### src/rtl/ahb_pkg.sv
// ahb_pkg: shared AHB-Lite encodings and the enums used by the bus master.
//   HTRANS/HSIZE/HBURST/HRESP encodings, the core-side access size enum and
//   the bus master FSM state enum.
package ahb_pkg;

  localparam logic [1:0] HTRANS_IDLE   = 2'b00;
  localparam logic [1:0] HTRANS_NONSEQ = 2'b10;

  localparam logic [2:0] HSIZE_BYTE    = 3'b000;
  localparam logic [2:0] HSIZE_HALF    = 3'b001;
  localparam logic [2:0] HSIZE_WORD    = 3'b010;

  localparam logic [2:0] HBURST_SINGLE = 3'b000;

  localparam logic       HRESP_OKAY    = 1'b0;
  localparam logic       HRESP_ERROR   = 1'b1;

  // Core-side access size; the 2'b11 code behaves exactly like a word.
  typedef enum logic [1:0] {
    MEM_BYTE     = 2'b00,
    MEM_HALF     = 2'b01,
    MEM_WORD     = 2'b10,
    MEM_WORD_ALT = 2'b11
  } mem_size_t;

  typedef enum logic [1:0] {
    ST_IDLE = 2'b00,
    ST_ADDR = 2'b01,
    ST_DATA = 2'b10
  } bm_state_t;

endpackage

### src/rtl/ahb_lane_align.sv
// ahb_lane_align: combinational byte-lane handling for a 32-bit AHB port.
//   size       in   access size of the data request
//   addr_lo    in   low two bits of the byte address
//   wdata      in   right-justified store data
//   hrdata     in   raw AHB read data
//   hsize      out  AHB HSIZE encoding for the access
//   hwdata     out  store data replicated across all byte lanes
//   rdata      out  load data shifted down and zero-extended
//   misaligned out  half on an odd address, or word not on a 4-byte boundary
module ahb_lane_align
  import ahb_pkg::*;
(
  input  mem_size_t   size,
  input  logic [1:0]  addr_lo,
  input  logic [31:0] wdata,
  input  logic [31:0] hrdata,
  output logic [2:0]  hsize,
  output logic [31:0] hwdata,
  output logic [31:0] rdata,
  output logic        misaligned
);

  logic [31:0] shifted;

  always_comb begin
    // Byte lane addr_lo lands in bits [7:0] after this shift.
    shifted = hrdata >> {addr_lo, 3'b000};
    case (size)
      MEM_BYTE: begin
        hsize      = HSIZE_BYTE;
        hwdata     = {4{wdata[7:0]}};
        rdata      = {24'h0, shifted[7:0]};
        misaligned = 1'b0;
      end
      MEM_HALF: begin
        hsize      = HSIZE_HALF;
        hwdata     = {2{wdata[15:0]}};
        rdata      = {16'h0, shifted[15:0]};
        misaligned = addr_lo[0];
      end
      default: begin
        hsize      = HSIZE_WORD;
        hwdata     = wdata;
        rdata      = shifted;
        misaligned = |addr_lo;
      end
    endcase
  end

endmodule

### src/rtl/ahb_lite_bus_master.sv
// ahb_lite_bus_master: single-master AHB-Lite interface for the multicycle
// core. Each fetch or data request pulse becomes one SINGLE transfer.
//   clk, reset         core clock (HCLK) and synchronous active-high reset
//   if_en, pc          fetch request pulse and fetch address
//   mem_en, mem_we,
//   mem_size, mem_addr,
//   mem_wdata          data request pulse, direction, size, address, data
//   instr, rdata       last fetched instruction / last zero-extended load
//   busy               a request is pending or a transfer is in flight
//   done, err          one-cycle completion pulse, error pulse alongside it
//   HADDR..HWDATA      registered AHB master outputs
//   HRDATA/HREADY/HRESP AHB slave response
//   dbg_state          current FSM state, for observation only
//
// Handshake: if_en/mem_en are single-cycle pulses, each accepted only when no
// request of the same kind is pending; done (with err) closes the oldest
// accepted request. AHB side: a transfer advances on every edge with HREADY=1.
module ahb_lite_bus_master
  import ahb_pkg::*;
#(
  parameter int ADDR_W = 32,
  parameter int DATA_W = 32
) (
  input  logic              clk,
  input  logic              reset,
  input  logic              if_en,
  input  logic [ADDR_W-1:0] pc,
  input  logic              mem_en,
  input  logic              mem_we,
  input  logic [1:0]        mem_size,
  input  logic [ADDR_W-1:0] mem_addr,
  input  logic [DATA_W-1:0] mem_wdata,
  output logic [DATA_W-1:0] instr,
  output logic [DATA_W-1:0] rdata,
  output logic              busy,
  output logic              done,
  output logic              err,
  output logic [ADDR_W-1:0] HADDR,
  output logic [1:0]        HTRANS,
  output logic              HWRITE,
  output logic [2:0]        HSIZE,
  output logic [2:0]        HBURST,
  output logic [DATA_W-1:0] HWDATA,
  input  logic [DATA_W-1:0] HRDATA,
  input  logic              HREADY,
  input  logic              HRESP,
  output bm_state_t         dbg_state
);

  bm_state_t         state_q, state_d;
  logic              pend_if_q, pend_if_d;
  logic              pend_mem_q, pend_mem_d;
  logic [ADDR_W-1:0] if_addr_q, if_addr_d;
  logic              mem_we_q, mem_we_d;
  mem_size_t         mem_size_q, mem_size_d;
  logic [ADDR_W-1:0] mem_addr_q, mem_addr_d;
  logic [DATA_W-1:0] mem_wdata_q, mem_wdata_d;
  logic              cur_fetch_q, cur_fetch_d;
  logic [DATA_W-1:0] instr_q, instr_d;
  logic [DATA_W-1:0] rdata_q, rdata_d;
  logic              done_q, done_d;
  logic              err_q, err_d;
  logic [ADDR_W-1:0] haddr_q, haddr_d;
  logic [1:0]        htrans_q, htrans_d;
  logic              hwrite_q, hwrite_d;
  logic [2:0]        hsize_q, hsize_d;
  logic [DATA_W-1:0] hwdata_q, hwdata_d;

  // Pending flags including requests arriving this cycle, before the FSM
  // clears anything.
  logic              if_req, mem_req;

  logic [2:0]        al_hsize;
  logic [31:0]       al_hwdata;
  logic [31:0]       al_rdata;
  logic              al_misaligned;

  // The aligner looks at the latched data request; while a data transfer is
  // in flight those fields cannot change, so the same view serves dispatch
  // and load extraction.
  ahb_lane_align u_align (
    .size       (mem_size_d),
    .addr_lo    (mem_addr_d[1:0]),
    .wdata      (mem_wdata_d),
    .hrdata     (HRDATA),
    .hsize      (al_hsize),
    .hwdata     (al_hwdata),
    .rdata      (al_rdata),
    .misaligned (al_misaligned)
  );

  // Request capture: a request of a kind already pending is dropped.
  always_comb begin
    if_req      = pend_if_q;
    if_addr_d   = if_addr_q;
    mem_req     = pend_mem_q;
    mem_we_d    = mem_we_q;
    mem_size_d  = mem_size_q;
    mem_addr_d  = mem_addr_q;
    mem_wdata_d = mem_wdata_q;
    if (if_en && !pend_if_q) begin
      if_req    = 1'b1;
      if_addr_d = pc;
    end
    if (mem_en && !pend_mem_q) begin
      mem_req     = 1'b1;
      mem_we_d    = mem_we;
      mem_size_d  = mem_size_t'(mem_size);
      mem_addr_d  = mem_addr;
      mem_wdata_d = mem_wdata;
    end
  end

  always_comb begin
    state_d     = state_q;
    pend_if_d   = if_req;
    pend_mem_d  = mem_req;
    cur_fetch_d = cur_fetch_q;
    instr_d     = instr_q;
    rdata_d     = rdata_q;
    done_d      = 1'b0;
    err_d       = 1'b0;
    haddr_d     = haddr_q;
    htrans_d    = htrans_q;
    hwrite_d    = hwrite_q;
    hsize_d     = hsize_q;
    hwdata_d    = hwdata_q;

    case (state_q)
      ST_IDLE: begin
        if (if_req) begin
          state_d     = ST_ADDR;
          cur_fetch_d = 1'b1;
          haddr_d     = if_addr_d;
          htrans_d    = HTRANS_NONSEQ;
          hwrite_d    = 1'b0;
          hsize_d     = HSIZE_WORD;
        end else if (mem_req) begin
          if (al_misaligned) begin
            // Never reaches the bus: finish with an error straight away.
            pend_mem_d = 1'b0;
            done_d     = 1'b1;
            err_d      = 1'b1;
          end else begin
            state_d     = ST_ADDR;
            cur_fetch_d = 1'b0;
            haddr_d     = mem_addr_d;
            htrans_d    = HTRANS_NONSEQ;
            hwrite_d    = mem_we_d;
            hsize_d     = al_hsize;
            hwdata_d    = al_hwdata;
          end
        end
      end
      ST_ADDR: begin
        if (HREADY) begin
          state_d  = ST_DATA;
          htrans_d = HTRANS_IDLE;
        end
      end
      ST_DATA: begin
        if (HREADY) begin
          state_d = ST_IDLE;
          done_d  = 1'b1;
          err_d   = (HRESP == HRESP_ERROR);
          if (cur_fetch_q) begin
            pend_if_d = 1'b0;
            if (HRESP == HRESP_OKAY) instr_d = HRDATA;
          end else begin
            pend_mem_d = 1'b0;
            if (HRESP == HRESP_OKAY && !mem_we_q) rdata_d = al_rdata;
          end
        end
      end
      default: state_d = ST_IDLE;
    endcase
  end

  always_ff @(posedge clk) begin
    if (reset) begin
      state_q     <= ST_IDLE;
      pend_if_q   <= 1'b0;
      pend_mem_q  <= 1'b0;
      if_addr_q   <= '0;
      mem_we_q    <= 1'b0;
      mem_size_q  <= MEM_BYTE;
      mem_addr_q  <= '0;
      mem_wdata_q <= '0;
      cur_fetch_q <= 1'b0;
      instr_q     <= '0;
      rdata_q     <= '0;
      done_q      <= 1'b0;
      err_q       <= 1'b0;
      haddr_q     <= '0;
      htrans_q    <= HTRANS_IDLE;
      hwrite_q    <= 1'b0;
      hsize_q     <= 3'b000;
      hwdata_q    <= '0;
    end else begin
      state_q     <= state_d;
      pend_if_q   <= pend_if_d;
      pend_mem_q  <= pend_mem_d;
      if_addr_q   <= if_addr_d;
      mem_we_q    <= mem_we_d;
      mem_size_q  <= mem_size_d;
      mem_addr_q  <= mem_addr_d;
      mem_wdata_q <= mem_wdata_d;
      cur_fetch_q <= cur_fetch_d;
      instr_q     <= instr_d;
      rdata_q     <= rdata_d;
      done_q      <= done_d;
      err_q       <= err_d;
      haddr_q     <= haddr_d;
      htrans_q    <= htrans_d;
      hwrite_q    <= hwrite_d;
      hsize_q     <= hsize_d;
      hwdata_q    <= hwdata_d;
    end
  end

  assign instr     = instr_q;
  assign rdata     = rdata_q;
  assign done      = done_q;
  assign err       = err_q;
  assign busy      = pend_if_q || pend_mem_q || (state_q != ST_IDLE);
  assign HADDR     = haddr_q;
  assign HTRANS    = htrans_q;
  assign HWRITE    = hwrite_q;
  assign HSIZE     = hsize_q;
  assign HBURST    = HBURST_SINGLE;
  assign HWDATA    = hwdata_q;
  assign dbg_state = state_q;

endmodule

### config.mk
export PLATFORM = sky130hd
export DESIGN_NAME = ahb_lite_bus_master
export DESIGN_NICKNAME = d
export VERILOG_FILES = /design/src/rtl/ahb_pkg.sv /design/src/rtl/ahb_lane_align.sv /design/src/rtl/ahb_lite_bus_master.sv
export SDC_FILE = /design/constraint.sdc
export NUM_CORES = 1
export LEC_CHECK = 0
export BUFFER_PORTS_ARGS = -buffer_cell sky130_fd_sc_hd__clkbuf_2
export CAP_MARGIN = 20
export CORE_ASPECT_RATIO = 0.9
export CORE_MARGIN = 2
export CORE_UTILIZATION = 53
export CTS_CLUSTER_SIZE = 20
export DETAILED_ROUTE_END_ITERATION = 7
export GPL_TIMING_DRIVEN = 1
export PLACE_DENSITY_LB_ADDON = 0.25
export SYNTH_ARGS = -nofsm -noshare
export SYNTH_HDL_FRONTEND = slang
export SYNTH_HIERARCHICAL = 1
export SYNTH_SLANG_ARGS = --single-unit
### constraint.sdc
create_clock -name clk -period 3.8 [get_ports clk]
set_clock_uncertainty 0.2 [all_clocks]
set_input_delay 0.57 -clock clk [delete_from_list [all_inputs] [get_ports clk]]
set_output_delay 0.57 -clock clk [all_outputs]
set_load 0.02 [all_outputs]
---- Yosys cells after proc, flatten, opt, wreduce, memory -nomap -nowiden ----
Cells that the tools add are included.
cells by class
  eq/ne operators ......................... 8
  shift-type cells ........................ 1
  muxes and demuxes ....................... 49
  bitwise gates (word level) .............. 4
  reductions and logical operators ........ 20
operator list
  cell                number
  $mux 32             6
  $pmux 32 s2         2
  $shr 32x5->32       1
  $mux 1              22
  $reduce_and 4->1    5
  $mux 2              9
  $mux 3              3
  $pmux 1 s2          4
  $pmux 2 s2          2
  $ne 2x2->1 const B  3
  $ne 3x3->1 const B  2
  $pmux 2 s3          1
  $reduce_bool 2->1   3
  $eq 2x1->1 const B  2
  $logic_not 2->1     2
  $not 1->1           4
  $logic_and 1x1->1   3
  $logic_not 1->1     3
  $reduce_and 3->1    1
  $eq 2x2->1 const B  1
  $logic_or 1x1->1    2
  $reduce_or 2->1     1
word-level totals
  register bits ........................... 240
  bits of input ports ..................... 137
  output and inout bits ................... 142

---- Depth between registers and ports, before layout ----
Gate-level depths: netlist of the first run.
  word-level depth ........................ 9
  depth in mapped cells ................... 14
  depth with buffers taken out ............ 9

---- Cells and area by module ----
The synthesis of the first run kept the hierarchy.
modules (own cells, without submodules)
  module               times used  cells an instance  area an instance (um^2)
  ahb_lite_bus_master  1           1033               9057.4
  ahb_lane_align       1           153                1132.3

---- Worst setup path before layout of the first run ----
Ideal clock, no wire load.
  path kind ............................... input -> register
  start ................................... in mem_en
  end ..................................... reg haddr_q[11] (netlist: HADDR[11])
  setup time .............................. 0.059 ns
  data arrival time ....................... 2.934 ns
  data required time ...................... 3.541 ns
  path slack .............................. 0.607 ns
  stages on the path ...................... 13
  buffers on the path ..................... 5
  path through ............................ nand2b_1 -> clkbuf_1 -> buf_2 -> mux2_2 -> buf_4 -> buf_1 -> a21oi_1 -> nor2_1 -> o21bai_1 -> a21oi_1 -> nor2_1 -> clkbuf_1 -> a22o_1
between the ends
  word-level cells in the longest chain between the ends .. 6
  elaborated cells between the ends (all ways) .. 14
  classes of those cells .................. 2 x eq/ne; 7 x mux; 5 x reduce/logical
ends and longest elaborated chain
  element                                               line                        source
  start: declaration                                    ahb_lite_bus_master.sv:28   input logic mem_en,
  $logic_and 1x1->1 *                                   ahb_lite_bus_master.sv:105  if (mem_en && !pend_mem_q) begin
  $mux 2 *                                              ahb_lite_bus_master.sv:105
  via mem_size_d[1]                                     ahb_lite_bus_master.sv:55   mem_size_t mem_size_q, mem_size_d;
  $eq 2x1->1 / $logic_not 2->1 (equally long branches)  ahb_lane_align.sv:28        case (size)
  $pmux 1 s2 *                                          ahb_lane_align.sv:28
  via al_misaligned                                     ahb_lite_bus_master.sv:76   logic al_misaligned;
  $ne 2x2->1 (no line) *                                -
  $reduce_and 3->1 (no line) *                          -
  end signal: assignment                                ahb_lite_bus_master.sv:213  haddr_q <= haddr_d;
  end: declaration                                      ahb_lite_bus_master.sv:63   logic [ADDR_W-1:0] haddr_q, haddr_d;
The timed path passes the listed nets; every way through them passes the cells marked *. The select of a mux whose other input is x is not followed.
A chain may end at the register's enable or synchronous reset.

---- Worst setup path in the final report of the first run ----
  start ................................... reg pend_mem_q
  end ..................................... reg haddr_q[26] (netlist: HADDR[26])
between the ends
  word-level cells in the longest chain between the ends .. 7
  elaborated cells between the ends (all ways) .. 15
  classes of those cells .................. 2 x eq/ne; 7 x mux; 6 x reduce/logical
ends and longest elaborated chain
  element                     line                        source
  start: declaration          ahb_lite_bus_master.sv:52   logic pend_mem_q, pend_mem_d;
  start signal: assignment    ahb_lite_bus_master.sv:202  pend_mem_q <= pend_mem_d;
  $logic_not 1->1             ahb_lite_bus_master.sv:105
  $logic_and 1x1->1           ahb_lite_bus_master.sv:105
  $mux 32                     ahb_lite_bus_master.sv:105
  via mem_addr_d[1]           ahb_lite_bus_master.sv:56   logic [ADDR_W-1:0] mem_addr_q, mem_addr_d;
  $reduce_or 2->1             ahb_lane_align.sv:45        misaligned = |addr_lo;
  $pmux 1 s2                  ahb_lane_align.sv:28
  via al_misaligned           ahb_lite_bus_master.sv:76
  $ne 2x2->1 (no line)        -
  $reduce_and 3->1 (no line)  -
The timed path passes the listed nets, and every way through them passes these cells. The select of a mux whose other input is x is not followed.

==> results of run 1 <==
==> how the worst min path moves through the flow <==
stage	slack [ns]	start	cells after the start	end
floorplan	0.24	if_addr_q[31]	2	if_addr_q[31]
global placement	0.24	if_addr_q[7]	2	if_addr_q[7]
detailed placement	0.25	rdata[25]	2	rdata[25]
CTS	0.07	pc[14]	3	if_addr_q[14]
global route	0.08	pc[14]	3	if_addr_q[14]
finish	0.08	pc[15]	3	if_addr_q[15]
==> sequential cells by signal, summed over array words and instances, names as in the netlist <==
| register | flops |
|---|---|
| pend_mem_q | 1 |
| err | 1 |
| HSIZE | 3 |
| rdata | 32 |
| mem_we_q | 1 |
| mem_wdata_q | 32 |
| cur_fetch_q | 1 |
| if_addr_q | 32 |
| HWDATA | 32 |
| instr | 32 |
| mem_addr_q | 32 |
| HTRANS | 1 |
| HADDR | 32 |
| mem_size_q | 2 |
| pend_if_q | 1 |
| done | 1 |
| HWRITE | 1 |
| dbg_state | 2 |
==> layout by cell type, fill, tap and decap left out, types with 4 or more instances in the layout <==
cell,count
a211oi_1,20
mux2_2,35
inv_1,5
nand2b_1,10
clkbuf_16,25
a21oi_1,171
a22oi_1,33
a21oi_2,4
nand2_1,268
o21ai_1,8
clkbuf_1,4
nor2_1,53
a22o_1,32
buf_4,20
o21ai_0,32
nor2b_1,52
a211oi_2,8
clkbuf_8,6
dfxtp_1,239
clkinv_2,7
mux2_1,14
and2_1,8
mux2i_1,48
conb_1,5
clkbuf_2,273
==> worst min-delay path: cells and delay by family <==
kind / cells / cell delay, ns
buffers and inverters: 1 / 0.09
AO/OA/AOI/OAI: 1 / 0.05
AND/OR/NAND/NOR: 1 / 0.05
==> area by class of cell <==
type | instances | area, um2
clock inverter | 10 | 82.58
antenna | 1 | 2.502
multi-input combinational | 831 | 4858
inverter | 6 | 22.52
fill | 1613 | 6676
timing repair buffer | 296 | 1575
tap | 250 | 312.8
sequential | 239 | 4785
clock buffer | 35 | 723.2
==> through the flow <==
step                instance area [um2]  power (mW)  std cells
floorplan                         10200       3.378       1189
global placement                  11530       3.631       1621
detailed placement                11530       3.644       1621
CTS                               12330       6.026       1666
global route                      12360       6.227       1667
finish                            12360       5.987       1668
==> logic make-up after synthesis <==
logic type,Yosys count,share of synthesized area
and+or+nand+nor,413,0.1794
AOI/OAI and AO/OA,314,0.1876
DFF,239,0.4695
buffers and inverters,119,0.05845
muxes,99,0.1042
other,2,0.0007370
==> routing by layer <==
layer | share of wire | GRT usage
met5 | 0 | 0
met4 | 0.022 | 0.05975
met3 | 0.073 | 0.05522
met2 | 0.45 | 0.4003
met1 | 0.45 | 0.3620
==> power groups by stage <==
stage | Combinational (mW) | Sequential, mW | Clock [mW]
detailed placement | 0.894 | 2.75 | 0
global route | 0.986 | 2.71 | 2.53
finish | 0.900 | 2.70 | 2.39
floorplan | 0.584 | 2.79 | 0
CTS | 0.898 | 2.70 | 2.43
global placement | 0.883 | 2.75 | 0
==> metrics, run 1 <==
TritonRoute pass-1 iters 5; die width about 150 um; Crit path depth 11; Ys Warns 6; Worst Path Required 4.01 ns; post-detail-place hpwl 18.57 mm; CP peak stage delay 0.38 ns; H-Tree Depth 1; Core ar. approximately 19000 um2; Buf/Inv on CP 3; R2R setup slack about 0.81 ns; Final Hold Viols 0; Tcrit/Tclk final 0.7864; first-pass GRT wire length ~42 mm; Logic pwr share 0.150; Cells after Synth 1186; Routed WL 27.40 mm; worst setup path category reg2reg; dpl ws 0.5564 ns; post-route setup TNS 0 ns; top post-synthesis cells by area dfxtp_1 47%, nand2_1 9.9%, a21oi_1 8.4%; area grow syn2layout 21.32%; r2r startpoint pend_mem_q; top_reg_cell synth dfxtp_1; Setup violations, final 0; number of CTS-inserted buffers 25; share of cells above drive strength 1 0.2809; DRC viols 0; initial antenna violation count 1; post-CTS setup buffer count 0; worst-path fanout max 21; minimum clock period roughly 3 ns; worst-margin pin slew 0.7610 ns; power per cell area 484.3 nW/um2; die area 20350 um2; number of synthesized flops with an enable pin 0; Vias/cell 5.320; CTS resizes 0; Seq cells post-synth 239; wire length per cell between 15 and 20 um; worst min path class in2reg; vias between 8000 and 9000; CTS tree built; IO buf count 274; Yosys cell types 45; worst-path cell chain nand2b_4 -> buf_4 -> mux2i_1 -> inv_1 -> nor2_1 -> nor2_1 -> o21bai_1 -> a21oi_1 -> nor2_2 -> buf_4 -> a22o_1; row count 48; pin count of the biggest net entering global routing about 110; Sw Pwr ~1.6 mW; Seq/Total Area, Yosys 0.4695; die height roughly 140 um; clk slew on worst S/H paths 0.06 ns; mapped cell area 10190 um2; clk_lat worst skew 0.52 ns; WP data arrival 3.20 ns; switching share of power 0.2692; most frequent cell after synthesis nand2_1; Synth top area share 0.4695; P_leak 5.304 nW; Sequential Power Share 0.450; R2R Path End HADDR[26]; Max Root-Sink Buffers 3; final slew viol count 0; aggregate global routing overflow 0; final core utilization 0.6493; global-route usage over all layers 0.2556; Yosys top cell by area dfxtp_1; worst hold margin 0.08286 ns; power share of the clock group 0.399; critical path endpoint category flip-flop; CP Launch Type flip-flop; Ports around 280; Starting Density 0.5352; Avg Inst Size Synth 8.592 um2; CP max-delay cell dfxtp_1; hold_buf cts 0; Final WS setup 0.8118 ns; DR iter-0 viols 673; P_int 4.375 mW; Synth top cells by count 268 x nand2_1, 239 x dfxtp_1, 171 x a21oi_1; Maximum Capacitance Violations 0; Async SR Flop Fraction 0; FMAX ~330 MHz; CTS Sinks 239; antenna-violating nets left 0; Peak VDD IR 316.5 uV; Crit path max-delay family compound AO/OA/AOI/OAI gates; Placer Congestion 0.8040; FF-to-FF path depth 11; Final nets around 1500; vias in the first global route approximately 8000; clock root buffer clkbuf_16; result of the run complete, no violations; RSZ-0062 raised after global routing no; Slew HR 0.4927; CP Launch Point pend_mem_q; end point of the critical path HADDR[26]
No activity file was read; power rests on OpenSTA's default activity.
==> run 2: changes to the inputs <==
--- a/config.mk
+++ b/config.mk
@@ -5,11 +5,12 @@
 export SDC_FILE = /design/constraint.sdc
 export NUM_CORES = 1
 export LEC_CHECK = 0
+export ABC_AREA = 1
 export BUFFER_PORTS_ARGS = -buffer_cell sky130_fd_sc_hd__clkbuf_2
 export CAP_MARGIN = 20
 export CORE_ASPECT_RATIO = 0.9
 export CORE_MARGIN = 2
-export CORE_UTILIZATION = 53
+export CORE_UTILIZATION = 47
 export CTS_CLUSTER_SIZE = 20
 export DETAILED_ROUTE_END_ITERATION = 7
 export GPL_TIMING_DRIVEN = 1
==> constraint.sdc (replaced) <==
create_clock -name clk -period 2.45 [get_ports clk]
set_clock_uncertainty 0.2 [all_clocks]
set_input_delay 0.3675 -clock clk [delete_from_list [all_inputs] [get_ports clk]]
set_output_delay 0.3675 -clock clk [all_outputs]
set_load 0.02 [all_outputs]
==> run 2 against run 1 <==
  * Via count is 21% higher
  * Non-clock buffer count is 150 higher
  * Setup slack worse by 0.66 ns
  * Core utilization is 0.56 points higher
  * Largest cell class is now sequential cells
  * Die area is 13% higher
  * Fmax is 30% higher
  * Global-route usage is 0.95 points higher
  * Combinational power grew to 2.9 times the previous value
  * Clock power is 73% higher
  * Flip-flop and latch count stayed put
  * Critical path type unchanged
  * Worst hold slack better by 0.075 ns
  * Sequential power is 61% higher
==> metrics, run 2 <==
result of the run complete, no violations (unchanged); critical path endpoint category flip-flop (unchanged); post-route setup TNS 0 ns (unchanged); IO buf count 274 (unchanged); worst-margin pin slew 1.014 ns (was 0.7610 ns); DR iter-0 viols 815 (was 673); worst-path cell chain inv_2 -> nand2_4 -> inv_2 -> or2_2 -> o21ai_1 -> inv_1 -> nor2_4 -> o22ai_2 -> nor2_1 -> nand2_2 -> nand2_4 -> buf_4 -> nand3_1 -> a21oi_1 (was nand2b_4 -> buf_4 -> mux2i_1 -> inv_1 -> nor2_1 -> nor2_1 -> o21bai_1 -> a21oi_1 -> nor2_2 -> buf_4 -> a22o_1); Core ar. 21440 um2 (was 19040 um2); Cells after Synth 1462 (was 1186); DRC viols 0 (unchanged); Synth top area share 0.4689 (was 0.4695); most frequent cell after synthesis nand2_1 (unchanged); Sw Pwr 3.351 mW (was 1.612 mW); Vias/cell 5.000 (was 5.320); Final WS setup 0.1503 ns (was 0.8118 ns); Logic pwr share 0.236 (was 0.150); R2R setup slack 0.15 ns (was 0.81 ns); initial antenna violation count 0 (was 1); Avg Inst Size Synth 6.979 um2 (was 8.592 um2); worst setup path category reg2reg (unchanged); mapped cell area 10200 um2 (was 10190 um2); Maximum Capacitance Violations 0 (unchanged); CP Launch Type flip-flop (unchanged); FF-to-FF path depth 14 (was 11); Layout Cells excl Fill 2149 (was 1668); Crit path max-delay family simple AND/OR/NAND/NOR gates (was compound AO/OA/AOI/OAI gates); share of cells above drive strength 1 0.2266 (was 0.2809); R2R Path End HADDR[27] (was HADDR[26]); number of synthesized flops with an enable pin 0 (unchanged); Min-Delay Path Depth 5 (was 3); H-Tree Depth 1 (unchanged); worst hold margin 0.1579 ns (was 0.08286 ns); Routed WL 31.62 mm (was 27.40 mm); number of CTS-inserted buffers 27 (was 25); first-pass GRT wire length 50.00 mm (was 42.30 mm); clk_lat worst skew 0.53 ns (was 0.52 ns); vias in the first global route 10042 (was 8018); Hold Path End cur_fetch_q (was if_addr_q[15]); r2r startpoint pend_mem_q (unchanged); CP max-delay cell dfxtp_1 (unchanged); Placer Congestion 0.8838 (was 0.8040); Seq cells post-synth 239 (unchanged); clk slew on worst S/H paths 0.06 ns (about the same); die height 143.8 um (was 135.5 um); die width 159.3 um (was 150.2 um); top post-synthesis cells by area dfxtp_1 47%, nand2_1 12%, nor2_1 10% (was dfxtp_1 47%, nand2_1 9.9%, a21oi_1 8.4%); pin count of the biggest net entering global routing 112 (was 107); Final nets 1974 (was 1536); Synth top cells by count 329 x nand2_1, 271 x nor2_1, 239 x dfxtp_1 (was 268 x nand2_1, 239 x dfxtp_1, 171 x a21oi_1); wire length per cell 14.71 um (was 16.43 um); die area 22910 um2 (was 20350 um2); row count 51 (was 48); CTS Sinks 239 (unchanged); Async SR Flop Fraction 0 (unchanged); P_leak 6.874 nW (was 5.304 nW); Tcrit/Tclk final 0.9387 (was 0.7864); worst min path class in2reg (unchanged); post-detail-place hpwl 20.43 mm (was 18.57 mm); RSZ-0062 raised after global routing no (unchanged); CP peak stage delay 0.34 ns (was 0.38 ns); area grow syn2layout 37.62% (was 21.32%); dpl ws -0.1168 ns (was 0.5564 ns); switching share of power 0.3017 (was 0.2692); Slew HR 0.3229 (was 0.4927); placed cells 1962 (was 1621); Sequential Power Share 0.391 (was 0.450); top_reg_cell synth dfxtp_1 (unchanged); vias 10744 (was 8874); Antenna Diode Count 0 (was 1); aggregate global routing overflow 0 (unchanged); Worst Path Required 2.69 ns (was 4.01 ns); Ys Warns 6 (unchanged); CTS tree built (unchanged); Peak VDD IR 503.4 uV (was 316.5 uV); Final Hold Viols 0 (unchanged); worst-path fanout max 7 (was 21); most common library cell in the layout ignoring fill and taps nand2_1 (was clkbuf_2); antenna-violating nets left 0 (unchanged); Ports 279 (unchanged); TritonRoute pass-1 iters 7 (was 5); Starting Density 0.4759 (was 0.5352); Seq/Total Area, Yosys 0.4689 (was 0.4695); power per cell area 791.0 nW/um2 (was 484.3 nW/um2); most frequent cells in the layout 328 x nand2_1, 273 x clkbuf_2, 271 x nor2_1 (was 273 x clkbuf_2, 268 x nand2_1, 239 x dfxtp_1); power share of the clock group 0.373 (was 0.399); clock root buffer clkbuf_16 (unchanged); hold_sp if_en (was pc[15]); final slew viol count 0 (unchanged); P_int 7.756 mW (was 4.375 mW); WP data arrival 2.53 ns (was 3.20 ns); global-route usage over all layers 0.2651 (was 0.2556); minimum clock period 2.300 ns (was 2.988 ns); Yosys top cell by area dfxtp_1 (unchanged); Buf/Inv on CP 4 (was 3); FMAX 434.8 MHz (was 334.7 MHz); Max Root-Sink Buffers 3 (unchanged); Yosys cell types 29 (was 45); Setup violations, final 0 (unchanged)
-- run 2: power by group through the flow --
stage,Combinational (mW),Sequential (mW),Clock [mW]
floorplan,1.49,4.58,0
global placement,2.36,4.42,0
detailed placement,2.38,4.42,0
CTS,2.56,4.34,4.20
global route,2.89,4.37,4.38
finish,2.62,4.34,4.14
-- run 2: cells by family (layout without fill, tap and decap cells) --
group	count (synthesis)	in the layout	synth area share
AND/OR/NAND/NOR	782	782	0.3198
AO/OA/AOI/OAI	241	241	0.1191
flip-flops	239	239	0.4689
buffers and inverters	198	591	0.09148
other	2	5	0.0007360
-- run 2: metal layers --
| layer | wire length, um | global-route usage | up-vias |
|---|---|---|---|
| met2 | 14620 | 0.4403 | 457 |
| met3 | 2262 | 0.04329 | 80 |
| met1 | 13730 | 0.3520 | 4825 |
| li1 | - | - | 5382 |
| met4 | 1003 | 0.09378 | 0 |
| met5 | 0 | 0 | - |
-- run 2: per-stage QoR --
| stage | utilization | area (um2) | power [mW] |
|---|---|---|---|
| 2_1_floorplan | - | 10210 | 6.071 |
| 6_report | 0.6549 | 14040 | 11.11 |
| 5_1_grt | 0.6549 | 14040 | 11.63 |
| 3_3_place_gp | 0.5473 | 11740 | 6.774 |
| 4_1_cts | 0.6530 | 14000 | 11.10 |
| 3_5_place_dp | 0.5473 | 11740 | 6.799 |
-- run 2: worst reg2reg max path, stage by stage (launching register included) --
cell	delay [ns]
dfxtp_1	0.34
inv_2	0.06
nand2_4	0.08
inv_2	0.07
or2_2	0.27
o21ai_1	0.11
inv_1	0.10
nor2_4	0.10
o22ai_2	0.09
nor2_1	0.12
nand2_2	0.09
nand2_4	0.13
buf_4	0.17
nand3_1	0.08
a21oi_1	0.20
-- run 2: worst max path at each step --
stage	endpoint	start	depth (start not counted)	slack (ns)
2_1_floorplan	HADDR[13]	mem_en	15	-0.002
3_3_place_gp	HADDR[31]	mem_en	14	-0.04
5_1_grt	HADDR[7]	pend_mem_q	15	0.02
6_report	HADDR[27]	pend_mem_q	14	0.15
3_5_place_dp	HADDR[5]	mem_en	15	-0.12
4_1_cts	HADDR[5]	pend_mem_q	15	0.04
-- run 2: layout make-up --
cell class | count | area (um2)
fill | 1864 | 7398
sequential | 239 | 4785
multi-input combinational | 1028 | 4514
timing repair buffer | 446 | 3103
clock buffer | 40 | 754.5
inverter | 95 | 365.4
tap | 291 | 364.1
clock inverter | 10 | 156.4
-- run 2: repair_timing --
item	CTS	global route
resized for setup	1	9
pin swaps	0	2
hold buffers	135	0
setup endpoints to repair	10	72
hold endpoints to repair	134	0
buffers inserted	0	2
==> run 3: changes to the inputs <==
--- a/config.mk
+++ b/config.mk
@@ -6,13 +6,12 @@
 export NUM_CORES = 1
 export LEC_CHECK = 0
 export ABC_AREA = 1
-export BUFFER_PORTS_ARGS = -buffer_cell sky130_fd_sc_hd__clkbuf_2
 export CAP_MARGIN = 20
 export CORE_ASPECT_RATIO = 0.9
-export CORE_MARGIN = 2
-export CORE_UTILIZATION = 47
+export CORE_UTILIZATION = 57
 export CTS_CLUSTER_SIZE = 20
 export DETAILED_ROUTE_END_ITERATION = 7
+export DONT_BUFFER_PORTS = 1
 export GPL_TIMING_DRIVEN = 1
 export PLACE_DENSITY_LB_ADDON = 0.25
 export SYNTH_ARGS = -nofsm -noshare
==> run 3 against run 2 <==
  * Register-to-register slack worse by 0.07 ns
  * Critical path type unchanged
  * Wire length increased by 0.19%
  * Via count is 5.0% lower
  * Fmax shrank 2.8%
  * Sequential share of layout area increased by 3.0 points
  * Combinational power is 15% lower
  * Final area shrank 8.2%
==> metrics, run 3 (synthesis gave the netlist of run 2 again) <==
Sequential Power Share 0.429 (was 0.391); Fillers 1359 (was 1864); Placer Congestion 0.9324 (was 0.8838); DRC viols 0 (unchanged); Buf/Inv on CP 4 (unchanged); Final nets 1732 (was 1974); result of the run complete, no violations (unchanged); vias in the first global route 9518 (was 10042); post-detail-place hpwl 18.62 mm (was 20.43 mm); Reg area 4785 um2 (unchanged); Logic pwr share 0.210 (was 0.236); Crit path max-delay family simple AND/OR/NAND/NOR gates (unchanged); Final Cell Area 12900 um2 (was 14040 um2); die width 143.0 um (was 159.3 um); pin count of the biggest net entering global routing 105 (was 112); P_leak 5.856 nW (was 6.874 nW); Peak VDD IR 670.2 uV (was 503.4 uV); FMAX 422.7 MHz (was 434.8 MHz); worst setup path category reg2reg (unchanged); number of CTS-inserted buffers 25 (was 27); power share of the clock group 0.361 (was 0.373); H-Tree Depth 1 (unchanged); most common library cell in the layout ignoring fill and taps nand2_1 (unchanged); post-route setup TNS 0 ns (unchanged); CP max-delay cell dfxtp_1 (unchanged); vias 10207 (was 10744); Setup violations, final 0 (unchanged); Worst Path Required 2.68 ns (was 2.69 ns); area occupied by multi-input gates 4504 um2 (was 4514 um2); CP peak stage delay 0.34 ns (about the same); CP Launch Type flip-flop (unchanged); switching share of power 0.3050 (was 0.3017); P_int 7.413 mW (was 7.756 mW); Tcrit/Tclk final 0.9656 (was 0.9387); WP data arrival 2.60 ns (was 2.53 ns); critical path endpoint category flip-flop (unchanged); Final Hold Viols 0 (unchanged); Slew HR 0.3564 (was 0.3229); area grow syn2layout 26.39% (was 37.62%); Starting Density 0.5813 (was 0.4759); row count 46 (was 51); total power 10.67 mW (was 11.11 mW); die area 18440 um2 (was 22910 um2); Maximum Capacitance Violations 0 (unchanged); Routed WL 31.68 mm (was 31.62 mm); clk slew on worst S/H paths 0.06 ns (about the same); minimum clock period 2.366 ns (was 2.300 ns); power per cell area 827.0 nW/um2 (was 791.0 nW/um2); Placed Area 10300 um2 (was 11740 um2); clk_lat worst skew 0.52 ns (was 0.53 ns); TritonRoute pass-1 iters 6 (was 7); Max Root-Sink Buffers 3 (unchanged); most frequent cells in the layout 329 x nand2_1, 271 x nor2_1, 239 x dfxtp_1 (was 328 x nand2_1, 273 x clkbuf_2, 271 x nor2_1); aggregate global routing overflow 0 (unchanged); CTS Sinks 239 (unchanged); die height 128.9 um (was 143.8 um); share of cells above drive strength 1 0.09181 (was 0.2266); R2R setup slack 0.08 ns (was 0.15 ns); global-route usage over all layers 0.3362 (was 0.2651); CTS tree built (unchanged); final slew viol count 0 (unchanged); DR iter-0 viols 725 (was 815); worst-path fanout max 16 (was 7); worst-path cell chain inv_2 -> nand2_2 -> inv_2 -> or2_2 -> o21ai_0 -> inv_1 -> nor2_4 -> o22ai_1 -> nor2_1 -> nand2_2 -> nand2_4 -> buf_12 -> nand3_1 -> a21oi_2 (was inv_2 -> nand2_4 -> inv_2 -> or2_2 -> o21ai_1 -> inv_1 -> nor2_4 -> o22ai_2 -> nor2_1 -> nand2_2 -> nand2_4 -> buf_4 -> nand3_1 -> a21oi_1); worst min path class in2reg (unchanged); Vias/cell 5.505 (was 5.000); antenna-violating nets left 0 (unchanged); wire length per cell 17.09 um (was 14.71 um); first-pass GRT wire length 48.78 mm (was 50.00 mm); final core utilization 0.7346 (was 0.6549); Ports 279 (unchanged); IO buf count 0 (was 274); worst-margin pin slew 0.9643 ns (was 1.014 ns); clock root buffer clkbuf_16 (unchanged); Sw Pwr 3.252 mW (was 3.351 mW); Core ar. 17550 um2 (was 21440 um2); initial antenna violation count 1 (was 0); RSZ-0062 raised after global routing yes (was no)
run 3: worst register-to-register path, delay by kind of cell (launching register included):
family          cells  cell delay (ns)
compound gates      3             0.41
buf+inv             4             0.41
simple gates        7             0.91
flops               1             0.34
run 3: timing repair:
item                                    CTS  global route
resized for setup                         0             6
endpoints found under the setup margin    0            60
hold endpoints to repair                182             0
buffers inserted                          0             2
hold buffers                            170             0
run 3: layer usage:
metal  track usage  routed length (um)  vias up
met3       0.09044                3030      125
li1              -                   -     4895
met1        0.4082               12510     4662
met4        0.1600                1363        0
met5             0                   0        -
met2        0.5541               14780      525
run 3: stage by stage:
stage	hold WS, ns	setup slack [ns]	instances
6_report	0.02157	0.08417	1854
5_1_grt	0.04913	-0.01755	1852
2_1_floorplan	0.2517	-0.001894	1465
3_5_place_dp	0.2462	0.1457	1636
4_1_cts	0.003559	0.09788	1850
3_3_place_gp	0.2437	0.2342	1636
run 3: worst paths after layout:
kind,start,to,cells past startpoint
max,pend_mem_q,HADDR[19],14
max reg2reg,pend_mem_q,HADDR[19],14
min,HRDATA[6],rdata[6],6
min reg2reg,if_addr_q[0],if_addr_q[0],2
run 3: area by class of cell:
type | instances | share of cell area
timing repair buffer | 206 | 0.1623
antenna | 2 | 0.0003881
inverter | 95 | 0.02862
clock buffer | 36 | 0.05792
multi-input combinational | 1028 | 0.3493
tap | 240 | 0.02329
clock inverter | 8 | 0.007180
sequential | 239 | 0.3710
run 3: power groups by stage:
stage	Clock (mW)	Combinational, mW	Sequential (mW)
2_1_floorplan	0	1.49	4.58
3_3_place_gp	0	1.84	4.64
3_5_place_dp	0	1.87	4.65
4_1_cts	3.88	2.15	4.57
5_1_grt	4.05	2.48	4.60
6_report	3.85	2.24	4.57
